**src/rtl/ctrl_pkg.sv**
```systemverilog
// Shared definitions for the multi-cycle controller: FSM states, opcode map,
// accumulator source and ALU operation codes.
package ctrl_pkg;

   typedef enum logic [1:0] {
      S_FETCH,
      S_DECODE,
      S_EXECUTE,
      S_HALT
   } state_e;

   localparam logic [3:0] OP_NOP = 4'b0000;
   localparam logic [3:0] OP_ADD = 4'b0001;
   localparam logic [3:0] OP_SUB = 4'b0010;
   localparam logic [3:0] OP_NOR = 4'b0011;
   localparam logic [3:0] OP_LDR = 4'b0100;
   localparam logic [3:0] OP_STR = 4'b0101;
   localparam logic [3:0] OP_JZR = 4'b0110;
   localparam logic [3:0] OP_JZI = 4'b0111;
   localparam logic [3:0] OP_JCR = 4'b1000;
   localparam logic [3:0] OP_JCI = 4'b1010;
   localparam logic [3:0] OP_SHR = 4'b1100;
   localparam logic [3:0] OP_LDI = 4'b1101;
   localparam logic [3:0] OP_HLT = 4'b1111;

   localparam logic [1:0] ACC_ALU = 2'b00;
   localparam logic [1:0] ACC_REG = 2'b01;
   localparam logic [1:0] ACC_IMM = 2'b10;

   localparam logic [3:0] ALU_ADD = OP_ADD;
   localparam logic [3:0] ALU_SUB = OP_SUB;
   localparam logic [3:0] ALU_NOR = OP_NOR;
   localparam logic [3:0] ALU_SHR = OP_SHR;

endpackage

```
**src/rtl/ctrl_decode.sv**
```systemverilog
// Combinational decode of the latched opcode into EXECUTE-cycle strobes.
module ctrl_decode
   import ctrl_pkg::*;
#(
   parameter int unsigned OPW  = 4,
   parameter int unsigned ALUW = 4
) (
   input  logic [OPW-1:0]  op_i,
   input  logic            z_i,
   input  logic            c_i,
   output logic            load_pc_o,
   output logic            sel_pc_o,
   output logic            load_reg_o,
   output logic            load_acc_o,
   output logic [1:0]      sel_acc_o,
   output logic [ALUW-1:0] sel_alu_o,
   output logic            halt_o,
   output logic            illegal_o
);

   logic hi_nz;

   generate
      if (OPW > 4) begin : g_wide
         assign hi_nz = |op_i[OPW-1:4];
      end else begin : g_narrow
         assign hi_nz = 1'b0;
      end
   endgenerate

   always_comb begin
      load_pc_o  = 1'b0;
      sel_pc_o   = 1'b0;
      load_reg_o = 1'b0;
      load_acc_o = 1'b0;
      sel_acc_o  = ACC_ALU;
      sel_alu_o  = '0;
      halt_o     = 1'b0;
      illegal_o  = 1'b0;
      if (hi_nz) begin
         illegal_o = 1'b1;
      end else begin
         case (op_i[3:0])
            OP_NOP: ;
            OP_ADD, OP_SUB, OP_NOR, OP_SHR: begin
               load_acc_o     = 1'b1;
               sel_acc_o      = ACC_ALU;
               sel_alu_o[3:0] = op_i[3:0];
            end
            OP_LDR: begin
               load_acc_o = 1'b1;
               sel_acc_o  = ACC_REG;
            end
            OP_LDI: begin
               load_acc_o = 1'b1;
               sel_acc_o  = ACC_IMM;
            end
            OP_STR: load_reg_o = 1'b1;
            OP_JZR: load_pc_o = z_i;
            OP_JZI: begin
               load_pc_o = z_i;
               sel_pc_o  = 1'b1;
            end
            OP_JCR: load_pc_o = c_i;
            OP_JCI: begin
               load_pc_o = c_i;
               sel_pc_o  = 1'b1;
            end
            OP_HLT: halt_o = 1'b1;
            default: illegal_o = 1'b1;
         endcase
      end
   end

endmodule

```
**src/rtl/controller_fsm_mc.sv**
```systemverilog
// Multi-cycle FETCH/DECODE/EXECUTE/HALT controller driving datapath strobes.
module controller_fsm_mc
   import ctrl_pkg::*;
#(
   parameter int unsigned OPW          = 4,
   parameter int unsigned ALUW         = 4,
   parameter bit          RUN_ON_RESET = 1'b1
) (
   input  logic            CLK,
   input  logic            CLB,
   input  logic            Z,
   input  logic            C,
   input  logic [OPW-1:0]  Opcode,
   input  logic            MemReady,
   input  logic            Run,
   output logic            LoadIR,
   output logic            IncPC,
   output logic            SelPC,
   output logic            LoadPC,
   output logic            LoadReg,
   output logic            LoadAcc,
   output logic [1:0]      SelAcc,
   output logic [ALUW-1:0] SelALU,
   output logic            Halted,
   output logic            IllegalOp
);

   localparam state_e RST_STATE = RUN_ON_RESET ? S_FETCH : S_HALT;

   state_e         state_q, state_d;
   logic [OPW-1:0] opcode_q;

   logic            dec_load_pc, dec_sel_pc, dec_load_reg, dec_load_acc;
   logic [1:0]      dec_sel_acc;
   logic [ALUW-1:0] dec_sel_alu;
   logic            dec_halt, dec_illegal;

   ctrl_decode #(
      .OPW  (OPW),
      .ALUW (ALUW)
   ) u_decode (
      .op_i       (opcode_q),
      .z_i        (Z),
      .c_i        (C),
      .load_pc_o  (dec_load_pc),
      .sel_pc_o   (dec_sel_pc),
      .load_reg_o (dec_load_reg),
      .load_acc_o (dec_load_acc),
      .sel_acc_o  (dec_sel_acc),
      .sel_alu_o  (dec_sel_alu),
      .halt_o     (dec_halt),
      .illegal_o  (dec_illegal)
   );

   always_ff @(posedge CLK or posedge CLB) begin
      if (CLB) begin
         state_q  <= RST_STATE;
         opcode_q <= '0;
      end else begin
         state_q <= state_d;
         if (state_q == S_DECODE) opcode_q <= Opcode;
      end
   end

   always_comb begin
      state_d   = state_q;
      LoadIR    = 1'b0;
      IncPC     = 1'b0;
      SelPC     = 1'b0;
      LoadPC    = 1'b0;
      LoadReg   = 1'b0;
      LoadAcc   = 1'b0;
      SelAcc    = '0;
      SelALU    = '0;
      Halted    = 1'b0;
      IllegalOp = 1'b0;
      case (state_q)
         S_FETCH: begin
            LoadIR = MemReady;
            IncPC  = MemReady;
            if (MemReady) state_d = S_DECODE;
         end
         S_DECODE: state_d = S_EXECUTE;
         S_EXECUTE: begin
            SelPC     = dec_sel_pc;
            LoadPC    = dec_load_pc;
            LoadReg   = dec_load_reg;
            LoadAcc   = dec_load_acc;
            SelAcc    = dec_sel_acc;
            SelALU    = dec_sel_alu;
            IllegalOp = dec_illegal;
            state_d   = dec_halt ? S_HALT : S_FETCH;
         end
         S_HALT: begin
            Halted = 1'b1;
            if (Run) state_d = S_FETCH;
         end
         default: state_d = RST_STATE;
      endcase
      // The reset state itself decodes to live strobes, so outputs are masked while CLB is high.
      if (CLB) begin
         LoadIR    = 1'b0;
         IncPC     = 1'b0;
         SelPC     = 1'b0;
         LoadPC    = 1'b0;
         LoadReg   = 1'b0;
         LoadAcc   = 1'b0;
         SelAcc    = '0;
         SelALU    = '0;
         Halted    = 1'b0;
         IllegalOp = 1'b0;
      end
   end

endmodule

```
**config.mk**
```make
export PLATFORM = sky130hd
export DESIGN_NAME = controller_fsm_mc
export DESIGN_NICKNAME = d
export VERILOG_FILES = /design/src/rtl/ctrl_pkg.sv /design/src/rtl/ctrl_decode.sv /design/src/rtl/controller_fsm_mc.sv
export SDC_FILE = /design/constraint.sdc
export NUM_CORES = 1
export LEC_CHECK = 0
export CAP_MARGIN = 15
export CORE_AREA = 2 2 39 41
export DETAILED_ROUTE_END_ITERATION = 10
export DIE_AREA = 0 0 41 43
export DONT_BUFFER_PORTS = 1
export PLACE_DENSITY = 0.59
export SLEW_MARGIN = 20
export SYNTH_ARGS = -nofsm -noshare
export SYNTH_HDL_FRONTEND = slang
export SYNTH_SLANG_ARGS = --single-unit
export TNS_END_PERCENT = 10
```
**constraint.sdc**
```tcl
create_clock -name CLK -period 3.8 [get_ports CLK]
set_clock_uncertainty 0.15 [all_clocks]
set_input_delay 0.76 -clock CLK [delete_from_list [all_inputs] [get_ports CLK]]
set_output_delay 0.76 -clock CLK [all_outputs]
set_load 0.005 [all_outputs]
```
==> results <==
- The post-synth net total is 63.
- The fraction of power consumed by the clock network is 0.157.
- Wires add up to 922 µm.
- Dividing the detail-routed wire length by the instance count gives between 10 and 15 µm.
- The minimum period implied by the final worst setup slack is ~2.6 ns.
- The post-synthesis register bit count is 6.
- The critical path goes through or3b_4 -> or3_4 -> nor3b_2.
- IR analysis of the VDD net gives a maximum drop of between 0.2 and 0.25 mV.
- The run finished with clean final reports.
- The filler cell count in the final layout is around 150.
- Headroom to the max-slew limit came out at 0.764.
- The buffer cell driving the clock tree root is clkbuf_4.
- The finished layout holds 67 standard cells, fillers aside.
- The standard-cell row count is 14.
- The count of pins over their slew limit came to 0.
- The number of instances resized during post-cts repair is 0.
- Entering global routing, the biggest net connects 13 pins.
- The transition at the pin with the smallest max-transition slack is around 0.35 ns.
- The worst min-delay path category is in -> async.
- The die is a little over 40 µm wide.
- Setup violations remaining at the end of the flow were counted as 0.
- The number of cells in the design after placement is 64.
- The total inserted antenna cells is 0.
- The final number of hold-violating endpoints is 0.
- Setup repair after global routing left no endpoint under its margin.
- The setup check on the worst reg-to-reg path leaves a slack of around 2.5 ns.
- The fraction of power consumed by sequential logic is 0.463.
- Averaged over all synthesized cells, the footprint is approximately 8.6 µm².
- The longest individual stage delay on the worst path is around 0.39 ns.
- In the final layout, the share of cells above drive strength 1 is 0.216.
- For this run, design rule violations remaining after detail routing come to 0.
- CTS saw 6 sinks.
- The number of different library cells in the post-synthesis netlist is 26.
- The total of buffers placed on input and output ports is 0.
- The CTS buffer count is 3.
- In this run the cell area of the synthesized design comes to roughly 460 µm².
- The routed via count divided by cell count is around 5.5.
- The area of all placed cells without fillers is around 470 µm².
- The data required time at the worst endpoint is just under 3 ns.
- The number of warnings printed during yosys synthesis is 0.
- The fraction of the cycle the final worst path needs is 0.686.
- The maximum clock frequency is 0.384 GHz.
- The area of the die is 1760 µm².
- STA puts the critical path data arrival time at 1.70 ns.
- The critical path's slowest cell is or3b_4.
- The global-route usage over all layers is 0.120.
- The share of power burned in combinational logic is 0.380.
- The initial core utilization is 0.330.
- Counting both buffers and inverters, the worst setup path holds a total of 0.
- The clock slew at the register clock pins of the worst setup and hold paths is about 0.04 ns.
- Of the total power, the share spent switching nets is 0.409.
- The die height is 43 µm.
- The number of max-capacitance violations reported is 0.
- The total via count in the routed design is 367.
- The initial antenna violation count is 0.
- The wire length of the first global-routing pass is between 1 and 1.5 mm.
- The first routing iteration left 6 violations.
- The kind of launch point of the worst setup path is an input pin.
- In this run the number of H-tree levels came out at 1.
- The total overflow left after global routing is 0.
- The category of cells accounting for the largest share of critical-path delay is simple AND/OR/NAND/NOR gates.
- The sequential-to-total area share from yosys stat is 0.329.
- The number of global-route vias before repair is between 300 and 400.
- The iteration count of the initial detailed-routing pass is 4.
- STA classifies the critical path endpoint as an output pin.
- The count of pins on the block boundary is 24.
- For this design the ratio of total power to cell area is approximately 770 nW/µm².
- The net total in the final layout is 63.
- Once detail routing completed, the nets flagged for antenna violations numbered 0.
- Summing all placed instances gives a cell area of 452 µm².
- In the final timing run, aggregate negative setup slack is 0 ns.
- Along the worst path, the maximum fanout reaches 5.
- Detailed placement finished with a half-perimeter wire length of about 700 µm.
- The clock latency reported for the late side of the worst-skew pair is ~0.24 ns.
- The analysis attributes to cell leakage a power of 0.188 nW.
- The maximum buffer depth of the clock tree is 2.
- Synthesis produced a netlist whose cell count is between 50 and 60.
- The area growth from synthesis to layout is 3.84%.
- The internal power consumption is 0.215 mW.
- The net switching power of the design is approximately 0.15 mW.
- At the end of routability-driven placement, the weighted congestion stood at about 0.65.
- The number of setup buffers added after CTS is 0.
- The critical path class is in -> out.
- The number of buffers added to fix hold violations after cts is 0.
- The core region is approximately 1400 µm².
- TritonCTS built the clock tree.
-- flip-flops by register name, indices dropped and copies added (netlist names) --
register  cells
opcode_q      4
state_q       2
-- power groups by stage --
stage / registers, mW / clock network (mW) / logic, mW
finish: 0.168 / 0.0572 / 0.138
global route: 0.179 / 0.0636 / 0.157
CTS: 0.169 / 0.0614 / 0.141
detailed placement: 0.170 / 0 / 0.140
global placement: 0.167 / 0 / 0.137
floorplan: 0.115 / 0 / 0.178
-- worst paths after layout --
| path | from | to | depth (start not counted) |
|---|---|---|---|
| min in group CLK | state_q[1] | state_q[0] | 1 |
| min | CLB | state_q[0] | 1 |
| max reg2reg | state_q[1] | opcode_q[0] | 2 |
| min reg2reg | state_q[1] | state_q[0] | 1 |
| max in group asynchronous | CLB | opcode_q[2] | 1 |
| max | CLB | SelAcc[0] | 3 |
-- worst reg2reg max path, stage by stage, from the launching register on --
cell and delay (ns):
dfrtp_1 0.42, nand2b_1 0.26, mux2_2 0.36
-- logic make-up (layout without fill, tap and decap cells) --
kind of cell / count (synthesis) / in the layout / share of synthesized area
DFF: 6 / 6 / 0.329
and+or+nand+nor: 31 / 31 / 0.422
buffers and inverters: 6 / 4 / 0.0630
AOI/OAI and AO/OA: 5 / 5 / 0.0658
muxes: 5 / 5 / 0.121
-- final cells by class --
type                    count  area (µm²)  area share
flip-flops and latches      6         150       0.317
clock buffers               3        22.5      0.0475
inverters                   1        3.75     0.00792
well taps                  16        20.0      0.0422
multi-input cells          41         278       0.586
-- metal layers --
layer | vias up | wire length (µm) | GRT usage
li1 | 185 | - | -
met1 | 161 | 362 | 0.132
met4 | 0 | 30 | 0.140
met2 | 17 | 384 | 0.150
met5 | - | 0 | 0
met3 | 4 | 145 | 0.0524
-- cell usage in the layout, fill, tap and decap left out --
cell      n
o221ai_1  1
nor4bb_1  1
nor3_1    3
nor3b_2   1
mux2_2    4
nor3b_1   2
nand2_1   5
or3b_2    1
dfrtp_1   6
a21oi_1   2
nand4b_1  1
or3b_4    1
nand3_1   1
nor2b_1   1
nand2b_1  4
a31oi_1   1
or3_4     1
nor2_1    5
o21ai_0   1
clkbuf_4  3
and3_1    3
inv_1     1
mux2i_1   1
nand3b_1  1
-- synthesized netlist by cell type, drive strengths merged --
| master | n | area share |
|---|---|---|
| nor3b | 3 | 0.060 |
| or3 | 1 | 0.025 |
| nand2 | 5 | 0.041 |
| buf | 3 | 0.038 |
| nand3 | 1 | 0.011 |
| o21ai | 1 | 0.011 |
| o221ai | 1 | 0.019 |
| nor2 | 5 | 0.041 |
| inv | 1 | 0.0082 |
| and3 | 3 | 0.041 |
| a21oi | 2 | 0.022 |
| nor3 | 3 | 0.033 |
| mux2 | 4 | 0.099 |
| nor4bb | 1 | 0.022 |
| nand3b | 1 | 0.016 |
| or3b | 2 | 0.044 |
| mux2i | 1 | 0.022 |
| nand4b | 1 | 0.019 |
| a31oi | 1 | 0.014 |
| dfrtp | 6 | 0.33 |
| clkbuf | 2 | 0.016 |
| nand2b | 4 | 0.055 |
| nor2b | 1 | 0.014 |
-- metrics by stage --
stage	power, mW	hold WS (ns)	utilization	worst slack [ns]
after floorplan	0.293	0.396	-	1.23
after global placement	0.304	0.429	0.326	1.21
after detailed placement	0.310	0.428	0.326	1.19
after CTS	0.371	0.164	0.343	1.19
after global routing	0.399	0.179	0.343	1.17
final	0.364	0.168	0.343	1.19
No activity file was read; power rests on OpenSTA's default activity.
